==> src/rtl/io_stall_controller.sv <==
// ---------------------------------------------------------------------------
// io_stall_controller
//   Stalls the CPU core on IN, OUT and HLT opcodes by dropping a synchronous
//   clock enable until the matching device handshake completes, then gives
//   exactly one enabled RELEASE cycle so the stalled instruction retires.
//
// Ports
//   clock, reset        rising-edge clock, asynchronous active-high reset
//   operation/op_valid  opcode currently in decode
//   cpu_data            register value for OUT
//   in_valid/in_data    input device confirm (level) and data
//   out_ready           output device accepted out_data
//   resume              resume request after HLT (level)
//   cpu_enable          core clock enable (combinational)
//   in_data_q/in_ack    latched input value and its 1-cycle strobe
//   out_valid/out_data  output handshake towards the display
//   halted              high while halted
//   io_timeout          sticky wait-timeout flag
//
// Build option
//   IO_TIMEOUT_EN  when defined, IN/OUT waits give up after TIMEOUT_CYCLES
//                  wait cycles and set io_timeout; otherwise waits are
//                  unbounded and io_timeout is tied low.
// ---------------------------------------------------------------------------
module io_stall_controller #(
    parameter int             DATA_WIDTH     = 32,
    parameter logic [5:0]     OP_IN          = 6'b011101,
    parameter logic [5:0]     OP_OUT_A       = 6'b011110,
    parameter logic [5:0]     OP_OUT_B       = 6'b100000,
    parameter logic [5:0]     OP_HLT         = 6'b011100,
    parameter int             TIMEOUT_CYCLES = 1024
) (
    input  logic                  clock,
    input  logic                  reset,
    input  logic [5:0]            operation,
    input  logic                  op_valid,
    input  logic [DATA_WIDTH-1:0] cpu_data,
    input  logic                  in_valid,
    input  logic [DATA_WIDTH-1:0] in_data,
    input  logic                  out_ready,
    input  logic                  resume,
    output logic                  cpu_enable,
    output logic [DATA_WIDTH-1:0] in_data_q,
    output logic                  in_ack,
    output logic                  out_valid,
    output logic [DATA_WIDTH-1:0] out_data,
    output logic                  halted,
    output logic                  io_timeout
);

    typedef enum logic [2:0] {
        RUN      = 3'd0,
        IN_WAIT  = 3'd1,
        OUT_WAIT = 3'd2,
        HALT     = 3'd3,
        RELEASE  = 3'd4
    } state_t;

    // The wait counter needs at least one bit.
    if (TIMEOUT_CYCLES < 2) begin : g_bad_timeout
        $error("TIMEOUT_CYCLES must be at least 2");
    end

    state_t state, state_nxt;

    logic is_in, is_out, is_hlt, trig;
    logic in_valid_prev, resume_prev;
    logic in_rise, resume_rise;
    logic timeout_hit;

    assign is_in  = (operation == OP_IN);
    assign is_out = (operation == OP_OUT_A) || (operation == OP_OUT_B);
    assign is_hlt = (operation == OP_HLT);
    assign trig   = op_valid && (is_in || is_out || is_hlt);

    // Previous-sample registers reset to 1, so a level already high when
    // reset releases (or before a wait is entered) never counts as an edge.
    assign in_rise     = in_valid && !in_valid_prev;
    assign resume_rise = resume && !resume_prev;

    // Stall starts in the same cycle the opcode shows up in decode.
    assign cpu_enable = ((state == RUN) && !trig) || (state == RELEASE);

`ifdef IO_TIMEOUT_EN
    localparam int CNT_W = $clog2(TIMEOUT_CYCLES);

    logic [CNT_W-1:0] wait_cnt;
    logic             waiting, handshake;

    assign waiting     = (state == IN_WAIT) || (state == OUT_WAIT);
    assign handshake   = ((state == IN_WAIT) && in_rise) ||
                         ((state == OUT_WAIT) && out_ready);
    // A handshake in the final wait cycle wins over the timeout.
    assign timeout_hit = waiting && !handshake &&
                         (wait_cnt == CNT_W'(TIMEOUT_CYCLES - 1));

    always_ff @(posedge clock or posedge reset) begin
        if (reset) begin
            wait_cnt   <= '0;
            io_timeout <= 1'b0;
        end else begin
            if (waiting) wait_cnt <= wait_cnt + 1'b1;
            else         wait_cnt <= '0;   // cleared before any wait entry
            if (timeout_hit) io_timeout <= 1'b1;
        end
    end
`else
    assign timeout_hit = 1'b0;
    assign io_timeout  = 1'b0;
`endif

    always_ff @(posedge clock or posedge reset) begin
        if (reset) state <= RUN;
        else       state <= state_nxt;
    end

    always_comb begin
        state_nxt = state;
        case (state)
            RUN: begin
                if (trig) begin
                    if (is_in)       state_nxt = IN_WAIT;
                    else if (is_out) state_nxt = OUT_WAIT;
                    else             state_nxt = HALT;
                end
            end
            IN_WAIT:  if (in_rise || timeout_hit)   state_nxt = RELEASE;
            OUT_WAIT: if (out_ready || timeout_hit) state_nxt = RELEASE;
            HALT:     if (resume_rise)              state_nxt = RELEASE;
            RELEASE:  state_nxt = RUN;   // op_valid ignored: no re-trigger
            default:  state_nxt = RUN;
        endcase
    end

    always_ff @(posedge clock or posedge reset) begin
        if (reset) begin
            in_valid_prev <= 1'b1;
            resume_prev   <= 1'b1;
            in_data_q     <= '0;
            in_ack        <= 1'b0;
            out_valid     <= 1'b0;
            out_data      <= '0;
            halted        <= 1'b0;
        end else begin
            in_valid_prev <= in_valid;
            resume_prev   <= resume;
            in_ack        <= 1'b0;
            case (state)
                RUN: begin
                    if (trig && is_out) begin
                        out_data  <= cpu_data;
                        out_valid <= 1'b1;
                    end
                    if (trig && is_hlt) halted <= 1'b1;
                end
                IN_WAIT: begin
                    if (in_rise) begin
                        in_data_q <= in_data;
                        in_ack    <= 1'b1;
                    end
                end
                OUT_WAIT: if (out_ready || timeout_hit) out_valid <= 1'b0;
                HALT:     if (resume_rise) halted <= 1'b0;
                default: ;
            endcase
        end
    end

endmodule

==> config.mk <==
export PLATFORM = sky130hd
export DESIGN_NAME = io_stall_controller
export DESIGN_NICKNAME = d
export VERILOG_FILES = /design/src/rtl/io_stall_controller.sv
export SDC_FILE = /design/constraint.sdc
export NUM_CORES = 1
export LEC_CHECK = 0
export CORE_UTILIZATION = 40
export DETAILED_ROUTE_END_ITERATION = 6
export DONT_BUFFER_PORTS = 1
export GPL_TIMING_DRIVEN = 0
export PLACE_DENSITY = 0.66
export SYNTH_ARGS = -nofsm -noshare
export SYNTH_HDL_FRONTEND = slang
export SYNTH_SLANG_ARGS = --single-unit
export TNS_END_PERCENT = 1
==> constraint.sdc <==
create_clock -name clock -period 5.7 [get_ports clock]
set_input_delay 0.57 -clock clock [delete_from_list [all_inputs] [get_ports clock]]
set_output_delay 0.57 -clock clock [all_outputs]
set_load 0.02 [all_outputs]
==> impl.org, run 1 <==
** Final layout
- Leaving out fill and tap cells, the most frequent cell in the layout is dfrtp_1.
- Cell area after layout :: roughly 3300 um2
- Leaving out fill and tap cells, the most frequent cells in the layout are 70 x dfrtp_1, 35 x mux2_2, 29 x mux2_4.
- Net count reported at finish :: ~270
- Layout cell share with drive strength beyond 1 :: 0.487
- Post-route non-filler standard cell count :: a little under 300
- Counting the fill cells in the layout gives about 630.
- 0 antenna diodes ended up in the layout.
- At the end of the flow the core is filled with cells to 0.472.
- From synthesis to final layout, the design area changed by 11.7%.

** Global routing
- The first global-routing pass estimated 7600 um of wire.
- Summed over all layers, the global routing overflow is 0.
- Pin count of the biggest net entering global routing :: 73
- Overall routing resource usage :: 0.139
- Initial antenna violation count :: 0
- Vias in the first global route :: 1532

** Critical path
- Worst Path Class, Setup :: primary input to output pin
- STA puts the critical path data arrival time at ~1800 ps.
- The worst setup path is captured at an output pin.
- Of all nets on the critical path, the largest fanout is 3.
- The worst setup path is launched from a primary input.
- For the worst setup path, the data required time is just over 5000 ps.

** Power
- Part of the total power dissipated in sequential elements :: 0.603
- Of the total power, the clock network draws 0.274.
- VDD sags by at most 0.264 mV.
- Switching power as a share of total power :: 0.335
- Of the total power, combinational logic draws 0.123.
- Total power of the final layout :: between 1.5 and 2 mW
- Pwr/cell area :: around 490 nW/um2
- Design internal power :: roughly 1.1 mW
- Static leakage :: 1.60 nW
- For this design the total switching power over the nets is 535 uW.

** Routing
- The final layout contains routed wiring with a total length of 5040 um.
- Count of routing violations after the opening detailed-route iteration :: 29
- Detailed-route DRC error count :: 0
- Via-per-instance ratio :: a little over 5
- Pre-Repair DR Iteration Count :: 4
- Number of routed nets with antenna violations :: 0
- The routed layout has between 1000 and 1500 vias.
- Per-cell routed wire length :: around 17 um

** Flow run
- Across the run, the number of max-cap violations was 0.

** Clocking
- TritonCTS built the clock tree.
- The clock passes through at most 2 buffers.
- Clk pin slew, worst setup/hold paths :: roughly 70 ps
- Post-CTS Setup Bufs :: 0
- The tree is rooted in a clkbuf_8.
- Number of buffers created by CTS :: 9
- H-tree levels :: 3
- Quantity of gates resized following cts :: 0
- # clock sinks :: a little over 70
- Buffers inserted to repair hold after CTS numbered 0.
- At the later pin of the worst-skew pair, clock insertion delay measures 330 ps.

** STA
- At the pin with the least slew margin, the transition time is 855 ps.
- In this run the tightest slew margin relative to its limit is 0.430.
- Final setup viols :: 0
- Ratio of final minimum period to clock period :: 0.420
- For the final database, setup skew stands at between 4 and 5 ps.
- Count of endpoints failing hold in the final timing report :: 0
- Minimum period implied by the final worst setup slack :: 2390 ps
- Slew Viols, Final :: 0
- Aggregate negative setup slack :: 0 ps
- Setup repair after global routing left no endpoint under its margin.
- Based on the critical path, the design can be clocked at up to roughly 420 MHz.

** Yosys
- Mapped Avg Cell Area :: 16.3 um2
- Counting flops and latches in the post-synthesis netlist gives 72.
- Synth Net Count :: approximately 260
- After synthesis, the netlist uses 30 different library cells.
- Part of the Yosys area used for sequential elements :: 0.618
- Summed over all instances, the cell type with the most area after synthesis is dfrtp_1.
- Ranking of synthesized cells by area :: dfrtp_1 60%, mux2_4 15%, mux2_2 13%, dfstp_2 1.8%, buf_6 1.2%
- Yosys printed 0 warnings.
- The cell count after synthesis came out at about 180.
- The share of synthesized area in the top cell type comes to 0.600.
- Area of the mapped netlist :: between 2000 and 3000 um2

** Placement
- Cell area after placement :: a little over 3000 um2
- Count of buffers inserted at the top-level ports :: 0
- Detailed placement ended at an HPWL of around 3600 um.
- Placed Cells incl. Taps :: 275
- RD Place Congestion :: between 0.6 and 0.7

** Floorplanning
- The floorplan step set the die height to ~90 um.
- The initial utilization of the core area, before any placement, comes to 0.423.
- I/O pin cnt :: 145
- After floorplanning, the core was divided into 30 placement rows.
- The floorplan step set the die width to approximately 87 um.
- The die covers about 7600 um2.
- Core outline area :: around 6900 um2

** Run status
- Result of the run :: complete, no violations

** Worst hold path
- Class of the tightest hold or removal check :: primary input to flop
-- critical path, stage by stage --
cell,delay [ps]
or4b_1,550
or3_2,420
a21oi_1,150
nor3_1,130
-- per-layer routing --
metal | part of all wire | routed length [um] | GRT usage | vias up
met2 | 0.47 | 2390 | 0.212 | 100
met1 | 0.38 | 1930 | 0.154 | 723
met5 | 0 | 0 | 0 | -
li1 | - | - | - | 645
met3 | 0.13 | 654 | 0.0891 | 5
met4 | 0.013 | 65 | 0.0537 | 0
-- state kept, by name (all words and copies together), names as in the netlist --
| register | flops |
|---|---|
| in_data_q | 32 |
| out_data | 32 |
| state | 3 |
| halted | 1 |
| in_ack | 1 |
| in_valid_prev | 1 |
| out_valid | 1 |
| resume_prev | 1 |
-- metrics by stage --
step | hold slack [ps] | setup slack [ps]
floorplan | 454 | 3310
global route | 187 | 3260
detailed placement | 496 | 3300
finish | 226 | 3310
CTS | 202 | 3300
global placement | 488 | 2570
-- synth_stat cells --
master and number:
a21oi_1 2, nand2b_1 2, nand2_1 5, conb_1 1
nor4_2 1, o21ai_0 2, a21o_1 1, or3_2 1
clkbuf_8 1, nand4b_1 1, or2b_2 1, buf_4 1
nand3_1 2, buf_6 3, nand2_2 1, or4b_1 1
o221ai_1 1, mux2i_1 1, dfstp_2 2, mux2_2 35
nor2b_1 3, a32o_1 1, inv_1 2, nor3_1 2
buf_2 3, a22o_1 1, dfrtp_1 70, nor2_1 2
mux2_4 29, a311oi_1 1
-- cell families after synthesis --
family                 share of synthesized area
other                                    0.00128
DFF                                        0.618
muxes                                      0.287
buffers and inverters                     0.0266
AOI/OAI and AO/OA                         0.0219
and+or+nand+nor                           0.0450
-- final timing paths --
| path | startpoint | endpoint | slack, ps | cells past startpoint |
|---|---|---|---|---|
| max reg2reg | state[2] | out_data[2] | 3800 | 5 |
| max in group asynchronous | reset | in_data_q[23] | 4860 | 1 |
| min in group asynchronous | reset | out_data[12] | 280 | 1 |
| min | in_valid | in_valid_prev | 230 | 0 |
| min reg2reg | state[2] | state[2] | 510 | 1 |
| max | operation[2] | cpu_enable | 3310 | 4 |
-- cell type report --
class / count / area (um2) / area share
Buffer: 8 / 70.1 / 0.0215
Clock buffer: 10 / 138 / 0.0422
Clock inverter: 6 / 82.6 / 0.0253
Inverter: 2 / 10.0 / 0.00307
Multi-Input combinational cell: 97 / 1040 / 0.318
Sequential cell: 72 / 1800 / 0.553
Tap cell: 96 / 120 / 0.0368
-- power groups by stage --
stage,sequential (mW),clock [mW],combinational (mW)
after floorplan,0.939,0,0.180
after global placement,0.971,0,0.191
after detailed placement,0.973,0,0.203
after CTS,0.966,0.457,0.201
after global routing,0.988,0.482,0.217
final,0.963,0.436,0.196
No activity file was read; power rests on OpenSTA's default activity.
==> run 2: changes to the inputs <==
Settings changed: ABC_AREA set to 1.
Clock period 5.7 ns to 2.23 ns, I/O delays scaled along.
==> impl.org, run 2 <==
** Run status
- The flow ran to the end, and the final reports show no timing, DRC or antenna violations.

** Routing
- For this run, design rule violations remaining after detail routing come to 0.
- Count of routing violations after the opening detailed-route iteration :: 38
- Pre-Repair DR Iteration Count :: 5
- Number of routed nets with antenna violations :: 0
- Across all layers, the routed design uses 2250 vias.
- Total Wirelength :: 6360 um
- Via-per-instance ratio :: 4.58
- In the final routed layout, each cell accounts on average for roughly 13 um.

** Floorplanning
- The die is 89.5 um wide.
- The floorplan step defined a die boundary enclosing around 8000 um2.
- 145 I/O pins were placed.
- Initial Utilization :: 0.417
- Die Y-Extent :: between 80 and 90 um
- Core outline area :: 7330 um2
- Floorplan row count :: 31

** Critical path
- The critical path in this run is classified as flop to output pin.
- Required time reported for the critical path endpoint :: about 2000 ps
- On the worst path, the slowest cell contributes a delay of between 400 and 500 ps.
- Category of the worst setup path capture point :: output pin
- Data arrives at the worst endpoint at between 1000 and 1500 ps.
- R2R setup slack :: around 720 ps
- The cell that appears most often on the critical path is nand2_1.
- In this run the critical register-to-register path is captured at in_data_q[7].
- Walking the worst path, the cells encountered are nor2_2 -> nand2_1 -> inv_2 -> nand2_1 -> o21ai_0.
- On the critical path the largest part of the delay comes from flip-flops.
- For the worst flop-to-flop path, the logic depth is 7.
- The slowest stage of the critical path is the dfrtp_1 cell.
- Launching element type of the critical path :: flop
- Max FO, Critical Path :: 4
- Together, buffers and inverters on the worst path number 1.
- RR Startpoint :: state[2]

** Clocking
- The clock reaches the later pin of the worst-skew pair after between 300 and 400 ps.
- Number of buffers created by CTS :: 9
- # clock sinks :: slightly above 70
- Clock tree from TritonCTS :: yes
- Root buffer cell :: clkbuf_8
- Clock-pin slew was measured on the worst setup and hold paths at 70 ps.
- # hold bufs at CTS :: 36
- Clock Path Buffers :: 2
- H-tree levels :: 3
- The number of gates resized after CTS was 0.
- Once the clock tree was built, the setup fixing pass inserted 0 buffers.

** Yosys
- Ranking of synthesized cells by area :: dfrtp_1 57%, nand2_1 18%, o21ai_2 5.7%, inv_1 5.6%, buf_6 4.4%
- Number of flops mapped to enable cells by yosys :: 0
- Of the total synthesized cell area, the portion taken by full adders, half adders and majority gates is 0.
- Mapped Cells :: about 340
- The share of synthesized area in the top cell type comes to 0.572.
- After synthesis, the share of cell area in mux cells is 0.
- Mapped Avg Cell Area :: between 9 and 10 um2
- The compound-cell area share of the yosys netlist was 0.0830.
- Synth warnings :: 0
- After synthesis the cells add up to approximately 3000 um2.
- Xor and xnor area share after synthesis :: 0
- In the synthesized netlist the dominant register cell turns out to be dfrtp_1.
- Leading post-synthesis cells by instance count :: 143 x nand2_1, 70 x dfrtp_1, 46 x inv_1, 20 x o21ai_2, 12 x buf_6
- Seq cells post-synth :: a little over 70
- Combinational family with the most area after synthesis :: simple AND/OR/NAND/NOR gates
- Async set-or-reset flop fraction in the synthesized netlist :: 1.00
- Most frequent cell after synthesis :: nand2_1
- Part of the Yosys area used for sequential elements :: 0.590
- Fraction of the mapped netlist area in simple logic gates :: 0.219
- Number of distinct library cell variants in the gate-level netlist after synthesis :: 24
- Synth Net Count :: 414
- Top cell type by total area after synthesis :: dfrtp_1

** Global routing
- Overall routing resource usage :: 0.154
- Pin count of the biggest net entering global routing :: 73
- Global-route congestion overflow total :: 0
- Initial antenna violation count :: 0
- The number of global-route vias before repair was roughly 2100.
- The first global-routing pass estimated 9240 um of wire.

** Power
- Switching power as a share of total power :: 0.412
- Sw Pwr :: 1.88 mW
- Static leakage :: 2.03 nW
- Cell internal power was estimated by the tool at about 2.7 mW.
- Total power of the final layout :: ~4.6 mW
- The share of total power dissipated in the clock network is 0.221.
- Dividing total power by cell area gives a power density of approximately 1200 nW/um2.
- The share of total power dissipated in sequential elements is 0.593.
- Peak VDD IR :: between 0.4 and 0.5 mV
- Of the total power, combinational logic draws 0.185.

** Final layout
- Commonest non-fill, non-tap cell in the layout :: nand2_1
- Layout cell share with drive strength beyond 1 :: 0.145
- At the end of the flow the core is filled with cells to 0.514.
- For this run, the number of standard cells in the final layout without fillers is 491.
- Most frequent cells in the layout :: 143 x nand2_1, 70 x dfrtp_1, 45 x inv_1
- The number of antenna diodes in the final layout is 0.
- P&R area growth vs syn :: 23.0%
- The net count of the finished layout is 463.
- Top flop regs :: in_data_q (32), out_data (32), state (3)

** Placement
- Placed Cells incl. Taps :: 437
- In this run the tool buffered the top-level ports with 0 buffer cells.
- The congestion estimate from routability-driven global placement came to roughly 0.80.
- Summed over all nets, the half-perimeter wirelength after detailed placement is 4430 um.
- Setup Slack @ Placement :: roughly 710 ps

** Worst hold path
- The path with the worst hold slack has its endpoint at out_data[10].
- Class of the tightest hold or removal check :: primary input to flop
- Worst hold start :: cpu_data[10]
- Along the worst hold path, the cell count comes to 2.

** STA
- Setup repair after global routing left no endpoint under its margin.
- Worst clock skew :: about 10 ps
- After layout, the minimum clock period comes to between 1500 and 2000 ps.
- PnR worst setup slack :: between 500 and 600 ps
- Slew Viols, Final :: 0
- Worst slew margin relative to its limit :: 0.430
- For the pin with the worst max-slew slack, the measured transition is about 860 ps.
- Count of endpoints failing hold in the final timing report :: 0
- Final setup viols :: 0
- Static timing analysis puts the maximum clock frequency at 583 MHz.
- After routing, the total negative slack on setup checks comes to 0 ps.
- Ratio of final minimum period to clock period :: 0.769

** Flow run
- The tool flagged a number of max-cap violations equal to 0.
-- run 2: cell count changes after synthesis, moves of 20 or more --
cell and change:
nand2_1 +138, inv_1 +44, mux2_2 -35, mux2_4 -29
o21ai_2 +20
-- run 2: worst max path at each step --
stage | startpoint | end | slack [ps] | depth (start not counted)
final | state[2] | cpu_enable | 510 | 5
after global routing | state[2] | cpu_enable | 400 | 5
after CTS | state[2] | cpu_enable | 500 | 5
after global placement | reset | out_data[21] | -550 | 1
after detailed placement | state[2] | in_data_q[30] | 710 | 7
after floorplan | reset | halted | 190 | 1
-- run 2: per-layer routing --
layer / vias up / share of wire / track usage
met1: 1013 / 0.41 / 0.162
met2: 115 / 0.47 / 0.264
li1: 1112 / - / -
met3: 10 / 0.11 / 0.0748
met5: - / 0 / 0
met4: 0 / 0.014 / 0.0649
-- run 2: final cells by class --
| type | instances | area (um2) |
|---|---|---|
| Clock buffer | 11 | 141 |
| Buffer | 14 | 146 |
| Multi-Input combinational cell | 204 | 927 |
| Inverter | 48 | 185 |
| Fill cell | 680 | 3570 |
| Tap cell | 99 | 124 |
| Clock inverter | 5 | 56.3 |
| Sequential cell | 72 | 1800 |
| Timing Repair Buffer | 38 | 380 |
-- run 2: cells by family (layout without fill, tap and decap cells) --
logic type,count (synthesis),in the layout
AO/OA/AOI/OAI,35,35
buffers and inverters,62,116
flip-flops,72,72
other,1,1
AND/OR/NAND/NOR,168,168
-- run 2: power by group through the flow --
stage	sequential, mW	clock [mW]	combinational [mW]
after floorplan	2.62	0	0.667
after global placement	2.72	0	0.751
after detailed placement	2.73	0	0.797
after CTS	2.71	1.06	0.849
after global routing	2.79	1.11	1.00
final	2.71	1.01	0.846
-- run 2: worst reg2reg max path, stage by stage, from the launching register on --
cell	delay [ps]
dfrtp_1	420
nor2_2	150
nand2_2	80
nor3_4	370
inv_4	100
buf_6	160
nand2_1	60
nand2_1	60
-- run 2: through the flow --
stage / hold WS, ps / cell area, um2
detailed placement: 228 / 3190
global placement: 228 / 3180
floorplan: 227 / 3060
global route: 4.21 / 3760
CTS: 0.690 / 3740
finish: 21.7 / 3760
